==> config.mk <==
export PLATFORM = sky130hd
export DESIGN_NAME = conn_setup_tx
export DESIGN_NICKNAME = d
export VERILOG_FILES = /design/src/rtl/conn_setup_tx_pkg.sv /design/src/rtl/conn_setup_tx.sv
export SDC_FILE = /design/constraint.sdc
export NUM_CORES = 1
export LEC_CHECK = 0
export ABC_AREA = 1
export CORE_UTILIZATION = 57
export DETAILED_ROUTE_END_ITERATION = 8
export PLACE_DENSITY = 0.86
export SKIP_LAST_GASP = 1
export SYNTH_ARGS = -nofsm -noshare
export SYNTH_HDL_FRONTEND = slang
export SYNTH_SLANG_ARGS = --single-unit
export TNS_END_PERCENT = 10
==> constraint.sdc <==
create_clock -name clk -period 13.9 [get_ports clk]
set_input_delay 1.39 -clock clk [delete_from_list [all_inputs] [get_ports clk]]
set_output_delay 1.39 -clock clk [all_outputs]
set_load 0.005 [all_outputs]
==> src/rtl/conn_setup_tx_pkg.sv <==
// Shared NIC definitions for the connection-setup path.
// Holds the request descriptor, the setup frame and status formats, the
// setUp* command encodings and the state type of the setup transmitter.
package conn_setup_tx_pkg;

    localparam int unsigned CONN_SETUP_DATA_W = 32;
    localparam int unsigned CONN_SETUP_CMD_W  = 4;

    // setUp* command encodings carried in ConnSetupFrame.cmd
    localparam logic [CONN_SETUP_CMD_W-1:0] SetUpNone                  = 4'd0;
    localparam logic [CONN_SETUP_CMD_W-1:0] SetUpConnId                = 4'd1;
    localparam logic [CONN_SETUP_CMD_W-1:0] SetUpOpen                  = 4'd2;
    localparam logic [CONN_SETUP_CMD_W-1:0] SetUpDestIPv4              = 4'd3;
    localparam logic [CONN_SETUP_CMD_W-1:0] SetUpDestPort              = 4'd4;
    localparam logic [CONN_SETUP_CMD_W-1:0] SetUpClientFlowId          = 4'd5;
    localparam logic [CONN_SETUP_CMD_W-1:0] SetUpRemoteQueuePairNumber = 4'd6;
    localparam logic [CONN_SETUP_CMD_W-1:0] SetUpPKey                  = 4'd7;
    localparam logic [CONN_SETUP_CMD_W-1:0] SetUpQKey                  = 4'd8;
    localparam logic [CONN_SETUP_CMD_W-1:0] SetUpEnable                = 4'd9;

    typedef struct packed {
        logic [CONN_SETUP_CMD_W-1:0]  cmd;
        logic [CONN_SETUP_DATA_W-1:0] data;
    } ConnSetupFrame;

    typedef struct packed {
        logic valid;
        logic error;
    } ConnSetupStatus;

    typedef struct packed {
        logic [15:0] conn_id;
        logic        open;
        logic [31:0] dest_ip;
        logic [15:0] dest_port;
        logic [15:0] client_flow_id;
        logic [23:0] remote_qp_num;
        logic [15:0] p_key;
        logic [31:0] q_key;
    } ConnDesc;

    typedef enum logic [2:0] {
        StIdle,
        StSend,
        StGap,
        StWaitStatus,
        StDone
    } conn_setup_state_e;

endpackage

==> src/rtl/conn_setup_tx.sv <==
// Connection setup transmitter.
// Accepts one connection descriptor at a time and serialises it into a
// sequence of setUp* frames toward the connection-manager parser, then waits
// for the manager's status (or a timeout) and emits a one-cycle completion.
//
// Ports:
//   clk, reset                 clock, asynchronous active-high reset
//   req_valid / req_ready      request handshake, req_desc holds a ConnDesc
//   conn_setup_en_out          frame strobe (registered)
//   conn_setup_frame_out       ConnSetupFrame, all zeros when strobe is low
//   conn_setup_status_in       ConnSetupStatus from the manager
//   done_valid / done_error    completion pulse and its error qualifier
//   busy                       a request is in flight
module conn_setup_tx
    import conn_setup_tx_pkg::*;
#(
    parameter int unsigned NIC_ID         = 0,
    parameter int unsigned GAP_CYCLES     = 0,
    parameter int unsigned TIMEOUT_CYCLES = 1024
) (
    input  logic                                clk,
    input  logic                                reset,
    input  logic                                req_valid,
    output logic                                req_ready,
    input  logic [$bits(ConnDesc)-1:0]          req_desc,
    output logic                                conn_setup_en_out,
    output logic [$bits(ConnSetupFrame)-1:0]    conn_setup_frame_out,
    input  logic [$bits(ConnSetupStatus)-1:0]   conn_setup_status_in,
    output logic                                done_valid,
    output logic                                done_error,
    output logic                                busy
);

    localparam int unsigned TmoW = (TIMEOUT_CYCLES > 0) ? $clog2(TIMEOUT_CYCLES + 1) : 1;
    localparam int unsigned GapW = (GAP_CYCLES > 1) ? $clog2(GAP_CYCLES) : 1;
    localparam logic [TmoW-1:0] TmoMax  = TmoW'(TIMEOUT_CYCLES);
    localparam logic [GapW-1:0] GapLast = GapW'(GAP_CYCLES - 1);

    // NIC_ID only labels instances in simulation logs; nothing in hardware uses it.
    logic unused_nic_id;
    assign unused_nic_id = ^NIC_ID;

    ConnDesc        desc_in;
    ConnSetupStatus status_in;
    assign desc_in   = ConnDesc'(req_desc);
    assign status_in = ConnSetupStatus'(conn_setup_status_in);

    conn_setup_state_e state_q;
    ConnDesc           desc_q;
    logic [3:0]        idx_q;
    logic [GapW-1:0]   gap_cnt_q;
    logic [TmoW-1:0]   tmo_cnt_q;
    logic              en_q;
    ConnSetupFrame     frame_q;
    logic              done_valid_q;
    logic              done_error_q;
    logic              tmo_hit;

    // Frame for position idx of the sequence selected by d.open.
    function automatic ConnSetupFrame make_frame(input ConnDesc d, input logic [3:0] idx);
        ConnSetupFrame f;
        f = '0;
        case (d.open)
            1'b1: begin
                case (idx)
                    4'd0: begin f.cmd = SetUpConnId;       f.data = 32'(d.conn_id);        end
                    4'd1: begin f.cmd = SetUpOpen;         f.data = 32'(d.open);           end
                    4'd2: begin f.cmd = SetUpDestIPv4;     f.data = 32'(d.dest_ip);        end
                    4'd3: begin f.cmd = SetUpDestPort;     f.data = 32'(d.dest_port);      end
                    4'd4: begin f.cmd = SetUpClientFlowId; f.data = 32'(d.client_flow_id); end
                    4'd5: begin
                        f.cmd  = SetUpRemoteQueuePairNumber;
                        f.data = 32'(d.remote_qp_num);
                    end
                    4'd6: begin f.cmd = SetUpPKey;         f.data = 32'(d.p_key);          end
                    4'd7: begin f.cmd = SetUpQKey;         f.data = 32'(d.q_key);          end
                    4'd8: begin f.cmd = SetUpEnable;       f.data = '0;                    end
                    default: f = '0;
                endcase
            end
            default: begin
                case (idx)
                    4'd0: begin f.cmd = SetUpConnId; f.data = 32'(d.conn_id); end
                    4'd1: begin f.cmd = SetUpOpen;   f.data = 32'(d.open);    end
                    4'd2: begin f.cmd = SetUpEnable; f.data = '0;             end
                    default: f = '0;
                endcase
            end
        endcase
        return f;
    endfunction

    function automatic logic is_last(input logic open, input logic [3:0] idx);
        return open ? (idx == 4'd8) : (idx == 4'd2);
    endfunction

    // The cycle that would take the counter to TIMEOUT_CYCLES ends the wait.
    assign tmo_hit = (32'(tmo_cnt_q) + 32'd1) >= TIMEOUT_CYCLES;

    always_ff @(posedge clk or posedge reset) begin
        if (reset) begin
            state_q      <= StIdle;
            desc_q       <= '0;
            idx_q        <= '0;
            gap_cnt_q    <= '0;
            tmo_cnt_q    <= '0;
            en_q         <= 1'b0;
            frame_q      <= '0;
            done_valid_q <= 1'b0;
            done_error_q <= 1'b0;
        end else begin
            // Strobe and completion are single-cycle; frame is zero when idle.
            en_q         <= 1'b0;
            frame_q      <= '0;
            done_valid_q <= 1'b0;
            done_error_q <= 1'b0;
            case (state_q)
                StIdle: begin
                    if (req_valid) begin
                        desc_q  <= desc_in;
                        idx_q   <= 4'd0;
                        state_q <= StSend;
                        en_q    <= 1'b1;
                        frame_q <= make_frame(desc_in, 4'd0);
                    end
                end
                StSend: begin
                    if (is_last(desc_q.open, idx_q)) begin
                        state_q   <= StWaitStatus;
                        tmo_cnt_q <= '0;
                    end else begin
                        idx_q <= idx_q + 4'd1;
                        if (GAP_CYCLES == 0) begin
                            en_q    <= 1'b1;
                            frame_q <= make_frame(desc_q, idx_q + 4'd1);
                        end else begin
                            state_q   <= StGap;
                            gap_cnt_q <= '0;
                        end
                    end
                end
                StGap: begin
                    // idx_q already points at the next frame here.
                    if (gap_cnt_q == GapLast) begin
                        state_q <= StSend;
                        en_q    <= 1'b1;
                        frame_q <= make_frame(desc_q, idx_q);
                    end else begin
                        gap_cnt_q <= gap_cnt_q + 1'b1;
                    end
                end
                StWaitStatus: begin
                    if (tmo_cnt_q != TmoMax) begin
                        tmo_cnt_q <= tmo_cnt_q + 1'b1;
                    end
                    // A status arriving on the timeout cycle wins.
                    if (status_in.valid) begin
                        state_q      <= StDone;
                        done_valid_q <= 1'b1;
                        done_error_q <= status_in.error;
                    end else if (tmo_hit) begin
                        state_q      <= StDone;
                        done_valid_q <= 1'b1;
                        done_error_q <= 1'b1;
                    end
                end
                StDone: begin
                    state_q <= StIdle;
                end
                default: begin
                    state_q <= StIdle;
                end
            endcase
        end
    end

    assign req_ready            = (state_q == StIdle) && !reset;
    assign busy                 = (state_q != StIdle);
    assign conn_setup_en_out    = en_q;
    assign conn_setup_frame_out = frame_q;
    assign done_valid           = done_valid_q;
    assign done_error           = done_error_q;

endmodule
==> results.tsv <==
stage	metric	value	unit
yosys	cell area after synthesis	0.0109	sq mm
critical_path	worst reg2reg endpoint	conn_setup_frame_out[32]	
yosys	Yosys top cell area share	0.485	
worst_hold_path	Hold Crit Start	desc_q[135]	
critical_path	critical path class	in2reg	
routing	ANT nets after route	0	
yosys	Synth area leaders	dfrtp_1, nand2_1, o21ai_0, inv_1, nor2_1	
critical_path	Reg2Reg Setup Slack	9870	ps
critical_path	Startpoint Class	primary input	
cells_and_area	multi-input logic area	0.00471	sq mm
clocking	postcts setup bufs	0	
global_routing	antenna violations before repair	0	
sta	Setup WS post-layout	9530	ps
global_routing	first-pass GRT wire length	53200	um
routing	DR DRC count	0	
yosys	post-synthesis sequential area ratio	0.485	
routing	ratio of routed vias to standard cells	5.74	
critical_path	critical path endpoint category	register	
yosys	cell with the most instances after synthesis	nand2_1	
yosys	Post-synth EDFFs	0	
cells_and_area	area added between synthesis and finish	26.1	%
flow_run	maxcap violations	0	
clocking	Post-CTS Hold Fix Bufs	0	
routing	vias after detailed routing	10877	
sta	Final Hold Fails	0	
yosys	Mean Syn Cell Area	7.30	sq um
yosys	flops & latches, synth	211	
global_routing	vias in the first global route	10480	
floorplanning	num ports	199	
floorplanning	Core ar.	0.0187	sq mm
global_routing	largest net degree at the start of global routing	139	
sta	unrepaired setup endpoints after global routing	false	
sta	final setup fails	0	
cells_and_area	Core Util, Final	0.734	
yosys	commonest cells in the netlist	nand2_1, dfrtp_1, inv_1	
power	Max VDD drop	0.124	mV
cells_and_area	storage element area	0.00528	sq mm
critical_path	worst r2r src	idx_q[1]	
placed_design	IO buf count	198	
routing	Routed WL per cell	17.6	um
sta	Fin Clk Skew	13.0	ps
clocking	CTS tree	built	
cells_and_area	layout cells sized above 1	0.0433	
floorplanning	starting density of the core	0.582	
status	run status	completed	
placed_design	routability cong.	0.920	
floorplanning	Die Height	140	um
critical_path	WP data arrival	4820	ps
placed_design	DP HPWL	21900	um
clocking	Skew-Pair Late Insertion Delay	520	ps
clocking	Root Buffer	clkbuf_16	
sta	TNS Setup	0	ps
power	Total Power	2.73	mW
placed_design	pre-CTS setup slack	9100	ps
sta	hold_ws	501	ps
routing	DRT iter0 DRCs	1306	
clocking	Resized cells post-CTS	0	
floorplanning	Core Rows	50	
sta	period utilisation layout	0.315	
power	P_leak	6.80	nW
cells_and_area	Antenna diodes	0	
yosys	post-synth top area cell	dfrtp_1	
sta	max_slew headroom	0.161	
clocking	Clock transition at path regs	60	ps
yosys	Syn Nets	1655	
routing	Initial DRT Pass Iterations	6	
clocking	Max clock buf depth	3	
worst_hold_path	hold depth	2	
floorplanning	DIE AREA	0.0197	sq mm
sta	clock period minus worst slack	4370	ps
global_routing	Global Route Usage Sum	0.344	
cells_and_area	Layout fillers	1492	
global_routing	total grt overflow	0	
routing	final WL	33400	um
worst_hold_path	WHS Endpoint	desc_q[135]	
yosys	Netlist cell types	36	
sta	worst-margin pin slew	1260	ps
clocking	Sinks on Clock Net	211	
yosys	Yosys warning count	0	
yosys	Synth Instances	1490	
sta	fmax	0.229	GHz
sta	Slew Viols, Final	0	
yosys	asr flop ratio synth	1.00	
cells_and_area	NumNets Final	1811	
critical_path	r2r worst-path depth	9	
floorplanning	Die Wd	140	um
clocking	Num CTS Buffers	23	
yosys	Main synth FF type	dfrtp_1	
worst_hold_path	Hold Crit Class	reg2reg	
power	PD cells	199	mW/mm^2
clocking	H-tree depth	1	
critical_path	crit-path max FO	105	
critical_path	Worst EP required	14350	ps
[cell type report]
cell class                      count  area share
Inverter                          150      0.0416
Clock buffer                       29      0.0450
Clock inverter                     12      0.0160
Timing Repair Buffer              205       0.148
Multi-Input combinational cell   1055       0.343
Sequential cell                   211       0.385
Tap cell                          234      0.0213
[critical path, cell delays in order]
cell and delay (ps):
clkdlybuf4s50_1 490, inv_1 80, nor2_4 630, buf_4 830
buf_4 850, nand2_1 180, a21boi_0 190, nand2_1 90
[flip-flops by register name, indices dropped and copies added, names as in the netlist]
signal	count
done_error	1
done_valid	1
conn_setup_frame_out	36
gap_cnt_q	1
conn_setup_en_out	1
idx_q	4
state_q	3
desc_q	153
tmo_cnt_q	11
[through the flow]
stage	area, sq um	instances
final	13700	1896
after global routing	13700	1896
after CTS	13700	1896
after detailed placement	12900	1855
after global placement	12900	1855
after floorplan	10900	1490
[cells in the final DEF, fill, tap and decap left out, types with 4 or more instances in the layout]
cell type and instances:
nand2_1 575, dfrtp_1 211, clkdlybuf4s50_1 198, inv_1 140
nor2_1 123, o21ai_0 117, nand3_1 78, o22ai_1 48
a21oi_1 41, clkbuf_16 23, a21boi_0 16, a22oi_1 10
inv_2 9, ha_1 7, buf_4 7, nand4_1 6
bufinv_16 6, nand2_2 5, nor2_4 4, clkbuf_1 4
[cells by family (layout without fill, tap and decap cells)]
kind of cell,after synthesis,in the layout,share of synthesized area
flops,211,211,0.485
buf+inv,224,396,0.0830
fa+ha+maj,7,7,0.00805
simple gates,803,803,0.296
compound gates,242,242,0.126
xor+xnor,3,3,0.00241
[worst max-delay path by stage]
| stage | start | cells past startpoint | endpoint |
|---|---|---|---|
| after floorplan | reset | 1 | conn_setup_en_out |
| after global placement | req_valid | 8 | conn_setup_frame_out[10] |
| after detailed placement | req_valid | 8 | conn_setup_frame_out[6] |
| after CTS | req_valid | 8 | conn_setup_frame_out[6] |
| after global routing | req_valid | 8 | conn_setup_frame_out[8] |
| final | req_valid | 8 | conn_setup_frame_out[6] |
[where the power goes]
part / total (mW) / switching (mW) / internal, mW / leakage [nW]
registers: 1.04 / 0.169 / 0.874 / 2.68
logic: 1.00 / 0.662 / 0.339 / 3.72
clock network: 0.684 / 0.258 / 0.427 / 0.404
total: 2.73 / 1.09 / 1.64 / 6.80
[layer usage]
metal	up-vias	part of all wire	global-route usage
li1	5023	-	-
met1	5090	0.39	0.473
met2	675	0.46	0.546
met3	89	0.11	0.0612
met4	0	0.033	0.130
met5	-	0	0
No activity file was read; power rests on OpenSTA's default activity.
